### src/rtl/io_uart_tx.sv
// Z80 I/O-mapped 8N1 serial transmitter: OUT to the data port queues a byte in a FIFO,
// IN from the status port returns {ovf, busy, idle, full}; bytes leave LSB-first on tx.
module io_uart_tx #(
  parameter int unsigned CLK_DIV     = 16,
  parameter int unsigned FIFO_AW     = 3,
  parameter logic [7:0]  PORT_DATA   = 8'h10,
  parameter logic [7:0]  PORT_STATUS = 8'h11
) (
  input  logic       clk,
  input  logic       reset,
  input  logic       iorq_n,
  input  logic       m1_n,
  input  logic       rd_n,
  input  logic       wr_n,
  input  logic [7:0] addr,
  input  logic [7:0] data_in,
  output logic [7:0] data_out,
  output logic       data_out_en,
  output logic       tx,
  output logic       busy
);

  localparam int unsigned DEPTH = 1 << FIFO_AW;
  localparam int unsigned DW    = $clog2(CLK_DIV);
  localparam logic [DW-1:0]    DIV_LAST = DW'(CLK_DIV - 1);
  localparam logic [FIFO_AW:0] CNT_FULL = {1'b1, {FIFO_AW{1'b0}}};

  typedef enum logic [1:0] {
    S_IDLE  = 2'd0,
    S_START = 2'd1,
    S_DATA  = 2'd2,
    S_STOP  = 2'd3
  } state_e;

  state_e             state_q, state_d;
  logic [DW-1:0]      div_q, div_d;
  logic [2:0]         bit_q, bit_d;
  logic [7:0]         shift_q, shift_d;
  logic [7:0]         mem_q [DEPTH];
  logic [FIFO_AW-1:0] wptr_q, rptr_q;
  logic [FIFO_AW:0]   count_q;
  logic               wr_sel_q, wr_arm_q, stat_rd_q, ovf_q, tx_q, busy_q;
  logic               wr_sel_s, rd_sel_s, stat_sel_s, push_s, pop_s, wr_en_s;
  logic               full_s, empty_s, div_last_s, tx_d, busy_d;
  logic [7:0]         status_s;

  assign wr_sel_s   = !iorq_n && m1_n && !wr_n && (addr == PORT_DATA);
  assign rd_sel_s   = !iorq_n && m1_n && !rd_n && ((addr == PORT_DATA) || (addr == PORT_STATUS));
  assign stat_sel_s = rd_sel_s && (addr == PORT_STATUS);
  // wr_arm_q stays low through reset so a strobe held across reset release cannot push
  assign push_s     = wr_sel_s && !wr_sel_q && wr_arm_q;
  assign full_s     = (count_q == CNT_FULL);
  assign empty_s    = (count_q == {(FIFO_AW + 1){1'b0}});
  assign wr_en_s    = push_s && (!full_s || pop_s);
  assign div_last_s = (div_q == DIV_LAST);
  assign status_s   = {4'b0000, ovf_q, busy_q, empty_s && (state_q == S_IDLE), full_s};
  assign tx         = tx_q;
  assign busy       = busy_q;

  always_ff @(posedge clk) begin
    if (reset) begin
      wr_sel_q  <= 1'b0;
      wr_arm_q  <= 1'b0;
      stat_rd_q <= 1'b0;
      ovf_q     <= 1'b0;
    end else begin
      wr_sel_q  <= wr_sel_s;
      wr_arm_q  <= !wr_sel_s;
      stat_rd_q <= stat_sel_s;
      if (push_s && full_s && !pop_s) begin
        ovf_q <= 1'b1;
      end else if (stat_rd_q && !rd_sel_s) begin
        ovf_q <= 1'b0;
      end
    end
  end

  always_ff @(posedge clk) begin
    if (wr_en_s) begin
      mem_q[wptr_q] <= data_in;
    end
  end

  always_ff @(posedge clk) begin
    if (reset) begin
      wptr_q  <= '0;
      rptr_q  <= '0;
      count_q <= '0;
    end else begin
      if (wr_en_s) wptr_q <= wptr_q + 1'b1;
      if (pop_s)   rptr_q <= rptr_q + 1'b1;
      case ({wr_en_s, pop_s})
        2'b10:   count_q <= count_q + 1'b1;
        2'b01:   count_q <= count_q - 1'b1;
        default: count_q <= count_q;
      endcase
    end
  end

  always_ff @(posedge clk) begin
    if (reset) begin
      state_q <= S_IDLE;
      div_q   <= '0;
      bit_q   <= 3'd0;
      shift_q <= 8'h00;
      tx_q    <= 1'b1;
      busy_q  <= 1'b0;
    end else begin
      state_q <= state_d;
      div_q   <= div_d;
      bit_q   <= bit_d;
      shift_q <= shift_d;
      tx_q    <= tx_d;
      busy_q  <= busy_d;
    end
  end

  always_comb begin
    state_d = state_q;
    div_d   = div_q;
    bit_d   = bit_q;
    shift_d = shift_q;
    pop_s   = 1'b0;
    case (state_q)
      S_IDLE: begin
        if (!empty_s) begin
          pop_s   = 1'b1;
          shift_d = mem_q[rptr_q];
          div_d   = '0;
          state_d = S_START;
        end else begin
          state_d = S_IDLE;
        end
      end
      S_START: begin
        if (div_last_s) begin
          div_d   = '0;
          bit_d   = 3'd0;
          state_d = S_DATA;
        end else begin
          div_d = div_q + 1'b1;
        end
      end
      S_DATA: begin
        if (div_last_s) begin
          div_d   = '0;
          shift_d = {1'b0, shift_q[7:1]};
          if (bit_q == 3'd7) begin
            state_d = S_STOP;
          end else begin
            bit_d = bit_q + 3'd1;
          end
        end else begin
          div_d = div_q + 1'b1;
        end
      end
      S_STOP: begin
        if (div_last_s) begin
          div_d   = '0;
          state_d = S_IDLE;
        end else begin
          div_d = div_q + 1'b1;
        end
      end
      default: state_d = S_IDLE;
    endcase
  end

  always_comb begin
    tx_d = 1'b1;
    case (state_q)
      S_START: tx_d = 1'b0;
      S_DATA:  tx_d = shift_q[0];
      default: tx_d = 1'b1;
    endcase
    busy_d = !empty_s || (state_q != S_IDLE);
  end

  always_comb begin
    data_out    = 8'h00;
    data_out_en = rd_sel_s;
    if (rd_sel_s) begin
      if (addr == PORT_STATUS) begin
        data_out = status_s;
      end else begin
        data_out = 8'hFF;
      end
    end else begin
      data_out = 8'h00;
    end
  end

endmodule

### config.mk
export PLATFORM = sky130hd
export DESIGN_NAME = io_uart_tx
export DESIGN_NICKNAME = d
export VERILOG_FILES = /design/src/rtl/io_uart_tx.sv
export SDC_FILE = /design/constraint.sdc
export NUM_CORES = 1
export LEC_CHECK = 0
export BUFFER_PORTS_ARGS = -buffer_cell sky130_fd_sc_hd__buf_4
export CAP_MARGIN = 15
export CORE_ASPECT_RATIO = 0.8
export CORE_MARGIN = 10
export CORE_UTILIZATION = 30
export DETAILED_ROUTE_END_ITERATION = 10
export GPL_TIMING_DRIVEN = 0
export PLACE_DENSITY_LB_ADDON = 0.25
export SLEW_MARGIN = 20
export SYNTH_ARGS = -nofsm -noshare
export SYNTH_HDL_FRONTEND = slang
export SYNTH_SLANG_ARGS = --single-unit
export TNS_END_PERCENT = 30
### constraint.sdc
create_clock -name clk -period 3.2 [get_ports clk]
set_clock_uncertainty 0.2 [all_clocks]
set_input_delay 0.8 -clock clk [delete_from_list [all_inputs] [get_ports clk]]
set_output_delay 0.8 -clock clk [all_outputs]
set_load 0.05 [all_outputs]
==> metrics.md, run 1 <==
| Metric | Value |
|---|---|
| I/O pin count | 33 |
| Total track usage | 9.449% |
| Top-area cell type share of the netlist area | 44.11% |
| Max Slew Vio Count | 0 |
| Multi-input logic area | 0.001644 mm2 |
| Initial DRC Count | 199 |
| M1 GR Usage | 12.43% |
| Met3 Use GR | 1.911% |
| Hold path depth | 2 |
| Final setup fails | 0 |
| Syn_nets | 359 |
| RR Endpoint | count_q[3] |
| Worst reg2reg path startpoint | count_q[1] |
| Max Cap Viol | 0 |
| Netlist cell types | 51 |
| FP Rows | 39 |
| Global-route wire length before repair | 14.93 mm |
| Most Crowded Layer GR | met2 |
| Hold slack | 0.2594 ns |
| Multiplexer area fraction after synthesis | 11.46% |
| Grt ovf | 0 |
| Post-Syn Area per Cell | 13.45 um2 |
| Post-synthesis compound-gate area fraction | 7.151% |
| Routed wire per std cell | 16.43 um |
| Min-delay src | bit_q[1] |
| Final worst-path cycle share | 96.18% |
| FILL cells | 1378 |
| Critical Path AT | 2.08 ns |
| Hold path endpoint | bit_q[1] |
| Critical Path Start Type | input pin |
| Util after Layout | 37.21% |
| Status | finished clean |
| Cell with the most instances after synthesis | edfxtp_1 |
| Relative slew slack | 43.17% |
| Syn Std Cell Area | 0.004357 mm2 |
| Min-delay worst type | reg -> reg |
| Drt first pass iters | 4 |
| WP data required | 2.20 ns |
| Vias in the first global route | 2765 |
| Leak | 1.817 nW |
| CTS max path bufs | 2 |
| Sequential cell area | 0.002643 mm2 |
| FF-to-FF path depth | 9 |
| R2r setup slk | 0.19 ns |
| Final non-filler cell total | 564 |
| Final #Nets | 410 |
| Final Hold Viols | 0 |
| Post-Synth Simple-Gate Area | 12.18% |
| EDFF count, synth | 64 |
| Post-DP Area | 0.004912 mm2 |
| Final min period | 3.078 ns |
| Area growth from synthesis to layout | 21.71% |
| Die width | 154.7 um |
| Cell taking the most area after synthesis | edfxtp_1 |
| Layout cell share with drive strength beyond 1 | 29.21% |
| TritonCTS clock tree | yes |
| Clock-pin slew on the worst setup and hold paths | 0.07 ns |
| Main combinational cell family by area after synthesis | simple AND/OR/NAND/NOR gates |
| Vias | 2731 |
| Die H | 127.8 um |
| Diodes inserted | 0 |
| Max FO, Critical Path | 6 |
| Final WL | 9.265 mm |
| Post-DRT Antenna Nets | 0 |
| Worst skew pair latency | 0.34 ns |
| Synth top area cells | edfxtp_1 44%, dfxtp_1 17%, mux4_2 7.2% |
| CTS buffer count | 9 |
| Flop and latch count out of synthesis | 100 |
| Root Buffer | clkbuf_16 |
| Top post-synthesis cells by count | 64 x edfxtp_1, 36 x dfxtp_1, 32 x nand2_1 |
| Clk sinks | 100 |
| Design area | 0.005303 mm2 |
| IO Port Bufs | 32 |
| Post-synthesis sequential area ratio | 60.65% |
| Max Fclk | 324.9 MHz |
| Yosys warning count | 0 |
| DR DRC count | 0 |
| CP Capture Type | output port |
| GRT met2 Usage | 15.03% |
| Ys flop type | edfxtp_1 |
| Core area | 0.01425 mm2 |
| Depth of the CTS H-tree | 3 |
| Via density | 4.842 |
| Initial antenna violation count | 0 |
| Initial Util | 30.58% |
| Async SR Flop Fraction | 0% |
| Kind of critical path | in -> out |
| Pin count of the biggest net entering global routing | 19 |
| Slew @ Worst Pin | 0.8454 ns |
| Cells after synthesis | 324 |
| RSZ-0062 raised after global routing | no |
| GPL Wtd Cong | 0.7089 |
| Peak VDD IR | 0.0002845 V |
| Placed Cells | 547 |
| Power per cell area | 525.5 mW/mm2 |
| Synth Area in XOR/XNOR | 1.005% |
| Die ar. | 0.01977 mm2 |
| DP Wirelength | 6.439 mm |
| Post-Synth Adder-Cell Area | 3.733% |
## repair_timing
action | 4_1_cts | 5_1_grt
resized for setup | 6 | 9
endpoints found under the setup margin | 5 | 6
setup buffers | 0 | 2
hold endpoints to repair | 0 | 0
pin swaps | 1 | 2
hold buffers | 0 | 0
## power breakdown
group | internal [W] | switching [W]
Sequential | 0.00138 | 0.0000120
Combinational | 0.000101 | 0.000181
Clock | 0.000619 | 0.000489
Total | 0.00210 | 0.000682
## flip-flops by register name (all words and copies together), names as in the netlist, named ones only
name / flops
rptr_q: 3
bit_q: 3
stat_rd_q: 1
mem_q: 64
wptr_q: 3
shift_q: 8
count_q: 4
tx: 1
state_q: 2
ovf_q: 1
busy: 1
wr_sel_q: 1
div_q: 4
wr_arm_q: 1
## area by class of cell
class	instances	share of cell area, %
Tap cell	184	4.342
Buffer	18	2.076
Timing Repair Buffer	41	5.923
Clock buffer	9	4.247
Clock inverter	7	1.534
Sequential cell	100	49.83
Inverter	14	1.038
Multi-Input combinational cell	191	31.01
## metrics by stage
| step | power [W] | TNS, ns | setup slack [ns] |
|---|---|---|---|
| 6_report | 0.002787 | 0 | 0.1222 |
| 5_1_grt | 0.002898 | 0 | 0.03522 |
| 4_1_cts | 0.002817 | -0.06272 | -0.02588 |
| 3_5_place_dp | 0.001700 | -3.235 | -0.5116 |
| 3_3_place_gp | 0.001694 | -41.50 | -1.065 |
| 2_1_floorplan | 0.001608 | -0.4344 | -0.06955 |
## worst max path at each step
stage               cells after the start     from     endpoint  slack, ns
floorplan                               4  addr[7]  data_out[5]      -0.07
global placement                        6  addr[7]  mem_q[2][0]      -1.07
detailed placement                     11  addr[7]   count_q[3]      -0.51
CTS                                    11  addr[7]   count_q[3]      -0.03
global route                            6  addr[3]  data_out[1]       0.04
finish                                  6  addr[3]  data_out[1]       0.12
## layer usage
metal  up-vias  wire length [um]
met5         -                 0
met4         0                82
met3         5               243
met2        39              4492
met1      1359              4446
li1       1328                 -
## cells by family (layout without fill, tap and decap cells)
kind of cell    count (synthesis)  after routing
xor+xnor                        5              5
fa+ha+maj                      13             13
mux                            28             28
compound gates                 48             48
simple gates                   97             97
flops                         100            100
buf+inv                        33             89
## cell usage in the layout (no fill, tap or decap), types with 2 or more instances in the layout
master	instances
clkbuf_16	9
xor2_1	4
nand3b_1	2
mux4_2	14
o311ai_1	7
mux2i_1	3
buf_2	5
ha_1	11
mux2_2	9
nor2_2	2
mux4_1	2
clkinv_4	2
or3_1	2
and4_1	3
buf_6	4
nand4b_1	2
nand3_1	13
a21oi_1	18
nor2_1	17
edfxtp_1	64
nor3_1	2
nand4_1	2
inv_6	2
inv_1	13
clkbuf_1	8
nor4_2	4
nor3_2	4
buf_4	40
o41ai_2	2
nand2_1	32
dfxtp_1	36
o21ai_0	9
nor2b_1	3
o31ai_1	2
## critical path, cell delays in order
cell	delay, ns
buf_4	0.11
nor3_2	0.32
nand4b_1	0.30
buf_4	0.24
a21oi_2	0.09
buf_4	0.20
(Power assumes the default switching activity.)
==> run 2, diff against run 1 <==
--- a/config.mk
+++ b/config.mk
@@ -13,6 +13,7 @@
 export DETAILED_ROUTE_END_ITERATION = 10
 export GPL_TIMING_DRIVEN = 0
 export PLACE_DENSITY_LB_ADDON = 0.25
+export RECOVER_POWER = 25
 export SLEW_MARGIN = 20
 export SYNTH_ARGS = -nofsm -noshare
 export SYNTH_HDL_FRONTEND = slang
==> constraint.sdc (replaced) <==
create_clock -name clk -period 4 [get_ports clk]
set_clock_uncertainty 0.2 [all_clocks]
set_input_delay 1 -clock clk [delete_from_list [all_inputs] [get_ports clk]]
set_output_delay 1 -clock clk [all_outputs]
set_load 0.05 [all_outputs]
==> run 2 against run 1 <==
Compared with the run above:
- power down 18%
- first-iteration DRC count down 51%
- flip-flop and latch count unchanged
- largest power group unchanged
- register-to-register slack better by 0.45 ns
- count of clock-buffer cells in the layout up 1
- non-clock buffer count unchanged
- largest cell class unchanged
- clock power down 15%
- final area down 1.7%
==> metrics.md, run 2 (synthesis results as in run 1) <==
| Metric | Value |
|---|---|
| Status | finished clean (unchanged) |
| Post-DP Area | 0.004912 mm2 (unchanged) |
| Final WL | 9.232 mm (was 9.265 mm) |
| Final min period | 3.680 ns |
| Core area | 0.01425 mm2 (unchanged) |
| Critical Path AT | 2.48 ns (was 2.08 ns) |
| Grt ovf | 0 (unchanged) |
| Hold path depth | 2 (unchanged) |
| Depth of the CTS H-tree | 3 (unchanged) |
| Slew @ Worst Pin | 0.6616 ns (was 0.8454 ns) |
| Final worst-path cycle share | 92.01% |
| Pint | 0.001740 W (was 0.002104 W) |
| Initial Util | 30.58% (unchanged) |
| Hold path endpoint | bit_q[1] (unchanged) |
| FP Rows | 39 (unchanged) |
| GPL Wtd Cong | 0.7532 (was 0.7089) |
| Sequential share of power | 49.0% (was 50.1%) |
| Final #Nets | 410 (unchanged) |
| FILL cells | 1390 (was 1378) |
| Area growth from synthesis to layout | 19.59% (was 21.71%) |
| Commonest non-fill, non-tap cell in the layout | edfxtp_1 (unchanged) |
| Post-cts sizing count | 0 (was 6) |
| Max Cap Viol | 0 (unchanged) |
| Largest regs | mem_q (64), shift_q (8) (unchanged) |
| Power per cell area | 437.5 mW/mm2 (was 525.5 mW/mm2) |
| CP Capture Type | output port (unchanged) |
| Combinational power share | 9.7% (was 10.1%) |
| Global-route wire length before repair | 14.93 mm (unchanged) |
| Min-delay worst type | reg -> reg (unchanged) |
| Commonest cells after routing, fill and taps aside | 64 x edfxtp_1, 36 x dfxtp_1, 33 x buf_4 (was 64 x edfxtp_1, 40 x buf_4, 36 x dfxtp_1) |
| DR DRC count | 0 (unchanged) |
| Die width | 154.7 um (unchanged) |
| Vias | 2716 (was 2731) |
| Pin count of the biggest net entering global routing | 18 (was 19) |
| Vias in the first global route | 2804 (was 2765) |
| Via density | 4.816 (was 4.842) |
| Die H | 127.8 um (unchanged) |
| NetSw | 0.0005395 W (was 0.0006823 W) |
| Final non-filler cell total | 564 (unchanged) |
| R2r setup slk | 0.64 ns (was 0.19 ns) |
| Reg with most FFs | mem_q (unchanged) |
| Design area | 0.005210 mm2 (was 0.005303 mm2) |
| Die ar. | 0.01977 mm2 (unchanged) |
| Post-DRT Antenna Nets | 0 (unchanged) |
| Relative slew slack | 55.90% (was 43.17%) |
| RR Endpoint | count_q[3] (unchanged) |
| Max Slew Vio Count | 0 (unchanged) |
| Peak VDD IR | 0.0002309 V (was 0.0002845 V) |
| Initial DRC Count | 97 (was 199) |
| Root Buffer | clkbuf_16 (unchanged) |
| Final setup fails | 0 (unchanged) |
| Max Fclk | 271.7 MHz |
| FF-to-FF path depth | 11 (was 9) |
| Clk pwr share | 41.3% (was 39.8%) |
| Critical Path Start Type | input pin (unchanged) |
| Layout cell share with drive strength beyond 1 | 24.47% (was 29.21%) |
| CTS max path bufs | 2 (unchanged) |
| Worst skew pair latency | 0.34 ns (about the same) |
| Total track usage | 9.561% (was 9.449%) |
| Final Hold Viols | 0 (unchanged) |
| WP data required | 2.80 ns (was 2.20 ns) |
| Drt first pass iters | 4 (unchanged) |
| Hold slack | 0.2575 ns (was 0.2594 ns) |
| Min-delay src | bit_q[1] (unchanged) |
| CTS buffer count | 9 (unchanged) |
| CTS Hold Bufs | 0 (unchanged) |
| Max FO, Critical Path | 8 (was 6) |
| Number of post-CTS setup repair buffers | 0 (unchanged) |
| DP Wirelength | 6.673 mm (was 6.439 mm) |
| Max FFs per register | 64 (unchanged) |
| Initial antenna violation count | 0 (unchanged) |
| Clk sinks | 100 (unchanged) |
| Sw frac | 23.67% (was 24.48%) |
| Worst reg2reg path startpoint | count_q[1] (unchanged) |
| TritonCTS clock tree | yes (unchanged) |
| Diodes inserted | 0 (unchanged) |
| IO Port Bufs | 32 (unchanged) |
| I/O pin count | 33 (unchanged) |
| Leak | 1.781 nW (was 1.817 nW) |
| Clock-pin slew on the worst setup and hold paths | 0.07 ns (about the same) |
| RSZ-0062 raised after global routing | no (unchanged) |
| Placed Cells | 548 (was 547) |
| Kind of critical path | in -> out (unchanged) |
| Routed wire per std cell | 16.37 um (was 16.43 um) |
==> run 2: worst max-delay path by stage <==
stage / startpoint / to / cells past startpoint
6_report: addr[7] / data_out[5] / 6
3_5_place_dp: addr[7] / count_q[3] / 11
4_1_cts: addr[7] / data_out[5] / 6
3_3_place_gp: addr[7] / mem_q[0][2] / 6
5_1_grt: addr[7] / data_out[5] / 6
2_1_floorplan: addr[7] / data_out[5] / 4
==> run 2: worst max-delay path, stage by stage <==
cell	delay, ns
buf_4	0.12
nor4b_4	0.35
nand4b_1	0.35
nor2_1	0.32
buf_4	0.16
buf_4	0.18
==> run 2: area by class of cell <==
cell class | count | area, um2 | share of cell area [%]
timing repair buffer | 40 | 264.0 | 5.067
multi-input combinational | 191 | 1583 | 30.38
clock inverter | 6 | 95.09 | 1.825
buffer | 19 | 113.9 | 2.185
sequential | 100 | 2643 | 50.72
clock buffer | 10 | 229.0 | 4.395
tap | 184 | 230.2 | 4.419
inverter | 14 | 52.55 | 1.009
==> run 2: power groups by stage <==
stage / Sequential [W] / Clock, W / Combinational (W)
after floorplan: 0.00115 / 0 / 0.000133
after global placement: 0.00114 / 0 / 0.000219
after detailed placement: 0.00114 / 0 / 0.000225
after CTS: 0.00112 / 0.000962 / 0.000225
after global routing: 0.00112 / 0.00100 / 0.000247
final: 0.00112 / 0.000941 / 0.000221
==> run 2: layer usage <==
metal / vias up / track usage, % / routed length (um)
met5: - / 0 / 0
met4: 0 / 3.827 / 148
met3: 9 / 2.616 / 452
met2: 62 / 13.37 / 3863
met1: 1314 / 13.57 / 4768
li1: 1331 / - / -
==> run 2: per-stage QoR <==
stage | TNS (ns) | util, % | setup WS (ns) | power, W
6_report | 0 | 36.56 | 0.3198 | 0.002279
3_5_place_dp | 0 | 34.47 | 0.1602 | 0.001366
5_1_grt | 0 | 36.56 | 0.1834 | 0.002370
2_1_floorplan | 0 | - | 0.05306 | 0.001286
4_1_cts | 0 | 36.75 | 0.2995 | 0.002305
3_3_place_gp | -13.97 | 33.88 | -0.5337 | 0.001360
